### config.mk
export PLATFORM = sky130hd
export DESIGN_NAME = stereo_mem_arb
export DESIGN_NICKNAME = d
export VERILOG_FILES = /design/src/rtl/stereo_mem_arb.sv
export SDC_FILE = /design/constraint.sdc
export NUM_CORES = 1
export LEC_CHECK = 0
export CAP_MARGIN = 20
export CORE_AREA = 2 2 112 114
export CTS_CLUSTER_SIZE = 30
export DETAILED_ROUTE_END_ITERATION = 10
export DIE_AREA = 0 0 114 116
export PLACE_DENSITY = 0.63
export REMOVE_ABC_BUFFERS = 1
export SYNTH_ARGS = -nofsm -noshare
export SYNTH_HDL_FRONTEND = slang
export SYNTH_SLANG_ARGS = --single-unit
export TNS_END_PERCENT = 10
### constraint.sdc
create_clock -name clk -period 3.3 [get_ports clk]
set_clock_uncertainty 0.05 [all_clocks]
set_input_delay 0.66 -clock clk [delete_from_list [all_inputs] [get_ports clk]]
set_output_delay 0.66 -clock clk [all_outputs]
set_load 0.03 [all_outputs]
### src/rtl/stereo_mem_arb.sv
// Round-robin arbiter that shares one memory command port between two
// camera write channels (W0, W1) and one display read channel (R).
// Each grant lasts at most BURST_LEN accepted beats, and there is always one
// idle cycle between grants.
module stereo_mem_arb #(
  parameter int DATA_WIDTH = 32,
  parameter int ADDR_WIDTH = 29,
  parameter int BURST_LEN  = 8
) (
  input  logic                  clk,
  input  logic                  reset,
  input  logic                  wr0_en,
  input  logic [ADDR_WIDTH-1:0] wr0_addr,
  input  logic [DATA_WIDTH-1:0] wr0_data,
  output logic                  wr0_rdy,
  input  logic                  wr1_en,
  input  logic [ADDR_WIDTH-1:0] wr1_addr,
  input  logic [DATA_WIDTH-1:0] wr1_data,
  output logic                  wr1_rdy,
  input  logic                  rd_en,
  input  logic [ADDR_WIDTH-1:0] rd_addr,
  output logic                  rd_rdy,
  output logic [DATA_WIDTH-1:0] rd_data,
  output logic                  rd_data_valid,
  output logic [ADDR_WIDTH-1:0] mem_addr,
  output logic [DATA_WIDTH-1:0] mem_wdata,
  output logic                  mem_write,
  output logic                  mem_read,
  input  logic                  mem_ready,
  input  logic [DATA_WIDTH-1:0] mem_rdata,
  input  logic                  mem_rdata_valid,
  output logic [1:0]            grant
);

  localparam int BW = $clog2(BURST_LEN) + 1;
  localparam logic [BW-1:0] LAST_BEAT = BW'(BURST_LEN - 1);

  // State encoding doubles as the grant code (0 none, 1 W0, 2 W1, 3 R).
  typedef enum logic [1:0] {
    ARB    = 2'd0,
    GNT_W0 = 2'd1,
    GNT_W1 = 2'd2,
    GNT_R  = 2'd3
  } state_t;

  state_t        state, state_nx;
  state_t        last, last_nx;   // last owner; only ever a GNT_* value
  logic [BW-1:0] beat, beat_nx;

  logic req0, req1, reqr;
  logic owner_req;

  // Frame buffer enables are active-low.
  assign req0 = ~wr0_en;
  assign req1 = ~wr1_en;
  assign reqr = ~rd_en;

  // State, last-owner pointer and beat counter.
  always_ff @(posedge clk) begin
    if (reset) begin
      state <= ARB;
      last  <= GNT_W1;   // R comes first after reset
      beat  <= '0;
    end else begin
      state <= state_nx;
      last  <= last_nx;
      beat  <= beat_nx;
    end
  end

  // Next-state: cyclic search R -> W0 -> W1 starting after the last owner;
  // a grant ends on its final beat or when the owner drops its request.
  always_comb begin
    state_nx  = state;
    last_nx   = last;
    beat_nx   = beat;
    owner_req = 1'b0;
    case (state)
      GNT_W0: owner_req = req0;
      GNT_W1: owner_req = req1;
      GNT_R:  owner_req = reqr;
      default: owner_req = 1'b0;
    endcase

    if (state == ARB) begin
      beat_nx = '0;
      case (last)
        GNT_W1: begin
          if (reqr)      state_nx = GNT_R;
          else if (req0) state_nx = GNT_W0;
          else if (req1) state_nx = GNT_W1;
        end
        GNT_R: begin
          if (req0)      state_nx = GNT_W0;
          else if (req1) state_nx = GNT_W1;
          else if (reqr) state_nx = GNT_R;
        end
        default: begin
          if (req1)      state_nx = GNT_W1;
          else if (reqr) state_nx = GNT_R;
          else if (req0) state_nx = GNT_W0;
        end
      endcase
      if (state_nx != ARB) last_nx = state_nx;
    end else begin
      if (!owner_req) begin
        state_nx = ARB;
        beat_nx  = '0;
      end else if (mem_ready) begin
        if (beat == LAST_BEAT) begin
          state_nx = ARB;
          beat_nx  = '0;
        end else begin
          beat_nx = beat + 1'b1;
        end
      end
    end
  end

  // Owner mux onto the memory port, straight from the registered state so
  // the command stays stable while mem_ready is low.
  always_comb begin
    mem_addr  = '0;
    mem_wdata = '0;
    mem_write = 1'b0;
    mem_read  = 1'b0;
    wr0_rdy   = 1'b0;
    wr1_rdy   = 1'b0;
    rd_rdy    = 1'b0;
    case (state)
      GNT_W0: begin
        mem_addr  = wr0_addr;
        mem_wdata = wr0_data;
        mem_write = req0;
        wr0_rdy   = req0 & mem_ready;
      end
      GNT_W1: begin
        mem_addr  = wr1_addr;
        mem_wdata = wr1_data;
        mem_write = req1;
        wr1_rdy   = req1 & mem_ready;
      end
      GNT_R: begin
        mem_addr  = rd_addr;
        mem_read  = reqr;
        rd_rdy    = reqr & mem_ready;
      end
      default: ;
    endcase
  end

  assign grant = state;

  // Read returns bypass arbitration entirely.
  assign rd_data       = mem_rdata;
  assign rd_data_valid = mem_rdata_valid;

endmodule

==> run_results.csv <==
group,metric,value,unit
outcome,status,"completed",
logic_synthesis,synthXorXnorAreaFrac,1.03,%
finish,final_area,3950,um^2
routing,routedWlPerCell,20.5,um
floorplan,start_util,14.2,%
logic_synthesis,synthSimpleGateAreaFrac,25.1,%
routing,drc,0,
setup_path,max_stage_delay,600,ps
routing,drtIter0Drc,302,
placement,post-place-cells,558,
floorplan,rows,40,
setup_path,rr_endpoint,"grant[0]",
clock_network,hold_buffers,0,
floorplan,die_x,114,um
clock_network,htreeDepth,1,
floorplan,die-area,13200,um^2
setup_path,timing.critical_path.cells,"inv_1, ha_2, buf_4, a222oi_1, nor2_1, clkdlybuf4s50_1",
routing,drtPass1Iterations,8,
logic_synthesis,synth_top_family_by_area,"compound AO/OA/AOI/OAI gates",
finish,fin_util,33.1,%
logic_synthesis,ys_ff_latch,8,
logic_synthesis,synth_area,1700,um^2
setup_path,worstSetupPathType,"reg -> out",
global_routing,global_route.usage.met2,21.5,%
min_path,hold_depth,2,
placement,dpl_cell_area,3830,um^2
clock_network,clock_sinks,8,
finish,drive_gt1_share,3.61,%
routing,ant_nets,0,
global_routing,grt_max_degree,33,
sta,setup-violations-final,0,
min_path,worst_hold_path.endpoint,"last[0]",
min_path,min-delay-start,"last[0]",
global_routing,busiest_layer,"met2",
finish,area_growth,133,%
routing,wl,11600,um
sta,fin_crit_sh,92.3,%
sta,finalWorstSetupSlack,253,ps
setup_path,r2r_cells,6,
clock_network,clkLatencyLatePin,230,ps
placement,routabilityCongestion,0.773,
clock_network,root_buffer,"clkbuf_16",
logic_synthesis,syn_inst,236,
floorplan,core-area,11900,um^2
logic_synthesis,syn_area_per_cell,7.19,um^2
placement,portBuffers,224,
global_routing,grt_pass1_wl,15400,um
clock_network,post-cts-setup-buffer-count,0,
setup_path,crit_start,"grant[0]",
sta,worstMarginPinSlew,372,ps
run,maxCapViolCount,0,
routing,viasPerCell,4.69,
min_path,hold_class,"reg -> reg",
logic_synthesis,synth.yosys.warnings,0,
sta,layout_min_cycle_time,3050,ps
clock_network,cts_resized,0,
finish,nNetsFinal,613,
logic_synthesis,synth_top_area_share,17.1,%
clock_network,clock_path_buffers,2,
logic_synthesis,yosys.area.top_type,"a222oi_1",
floorplan,die_h,116,um
floorplan,ios,291,
clock_network,cts_tree,"done",
setup_path,path_max_fanout,29,
sta,tns,0,ps
setup_path,crit_path_end_kind,"output pin",
sta,rsz0062_at_grt,"false",
setup_path,required,2590,ps
global_routing,use_met3,10.7,%
sta,hold_violations,0,
power_and_ir_drop,leakage,1.34,nW
global_routing,grt_use_met1,19.5,%
power_and_ir_drop,ir_worst_vdd,0.308,mV
sta,relSlewSlack,75.1,%
logic_synthesis,synth_top_cells_by_area,"a222oi_1, buf_4, a22oi_1, nor2b_1, dfxtp_1",
logic_synthesis,seq_area_frac_synth,9.44,%
sta,slew_viol_final,0,
power_and_ir_drop,p_per_area,325,nW/um^2
setup_path,critPathSlowestCell,"clkdlybuf4s50_1",
finish,final_cells,565,
setup_path,critPathLaunchType,"register",
global_routing,grt_pass1_vias,2480,
setup_path,r2r_start,"grant[0]",
logic_synthesis,synthAdderAreaFrac,4.42,%
sta,hold_slack,448,ps
global_routing,antenna_found_initial,4,
setup_path,path_buf_inv,3,
setup_path,path_delay_family,"buffers and inverters",
placement,dp_hpwl,9660,um
global_routing,overflow,0,
logic_synthesis,muxShareOfSynthArea,0.590,%
setup_path,crit_arrival,2340,ps
routing,via_count,2648,
placement,post-place-ws,373,ps
setup_path,cp_num_cells,6,
clock_network,clkTransAtPathRegs,30,ps
global_routing,track_usage,15.4,%
logic_synthesis,synth_compound_area_share,37.5,%
finish,fill_cells,1251,
power_and_ir_drop,finalPower,1.28,mW
sta,fmax,328,MHz
logic_synthesis,synth.distinct_cells,30,
setup_path,reg2reg_slack,1410,ps
clock_network,cts_made_buffers,3,
[layer usage]
metal | part of all wire, % | vias to the layer above | wire (um)
met5 | 0.69 | - | 80
met1 | 42 | 1231 | 4900
met4 | 0.49 | 4 | 57
li1 | - | 1225 | -
met3 | 16 | 8 | 1850
met2 | 40 | 180 | 4670
[logic make-up after synthesis]
kind of cell | count (synthesis)
AO/OA/AOI/OAI | 72
flip-flops | 8
XOR/XNOR | 2
AND/OR/NAND/NOR | 84
adder cells (fa/ha/maj) | 6
multiplexers | 1
buffers and inverters | 63
[power by group]
| group | leakage [nW] | switching, mW | internal [mW] |
|---|---|---|---|
| Combinational | 1.24 | 0.479 | 0.482 |
| Sequential | 0.0654 | 0.0120 | 0.107 |
| Clock | 0.0370 | 0.0457 | 0.156 |
| Total | 1.34 | 0.537 | 0.745 |
[worst reg2reg max path, stage by stage (launching register included)]
cell and delay [ps]:
dfxtp_1 430, inv_1 130, ha_1 290, buf_4 150, or3_1 380, a31o_4 250
o32ai_1 120
[sequential cells by signal (all words and copies together), names as in the netlist]
| register | cells |
|---|---|
| beat | 4 |
| grant | 2 |
| last | 2 |
[area by class of cell]
cell class / instances / area [um^2] / area share (%)
multi-input combinational: 165 / 1170 / 29.7
clock buffer: 3 / 75.1 / 1.90
sequential: 8 / 160 / 4.06
antenna: 3 / 7.51 / 0.190
timing repair buffer: 232 / 2320 / 58.9
tap: 147 / 184 / 4.66
inverter: 7 / 26.3 / 0.666
[cells in the final DEF, fill, tap and decap left out, types with 2 or more instances in the layout]
cell             instances
clkdlybuf4s50_1        224
o32ai_1                  2
dfxtp_1                  8
diode_2                  3
inv_1                    7
a22oi_1                 32
nand2_1                  7
ha_2                     2
clkbuf_16                3
nor2_1                  36
nor2b_1                 32
nand2b_1                 4
a222oi_1                29
buf_4                    7
ha_1                     4
[worst max path at each step]
stage / end / slack, ps
floorplan: mem_write / 2
CTS: mem_addr[5] / 120
finish: mem_addr[25] / 250
global placement: mem_addr[5] / 380
global route: mem_wdata[26] / 130
detailed placement: mem_addr[5] / 370
[Yosys cell counts, drive strengths merged]
library cell   n
a211o          1
a21bo          1
a21boi         1
a21oi          1
a222oi        29
a22oi         32
a311o          1
a31o           1
and2           1
buf           42
clkbuf        14
dfxtp          8
ha             6
inv            7
mux2i          1
nand2          7
nand2b         4
nand4          1
nand4b         1
nor2          36
nor2b         32
nor3b          1
o221a          1
o221ai         1
o2bb2ai        1
o32ai          2
or3            1
xnor2          1
xor2           1
(Power assumes the default switching activity.)
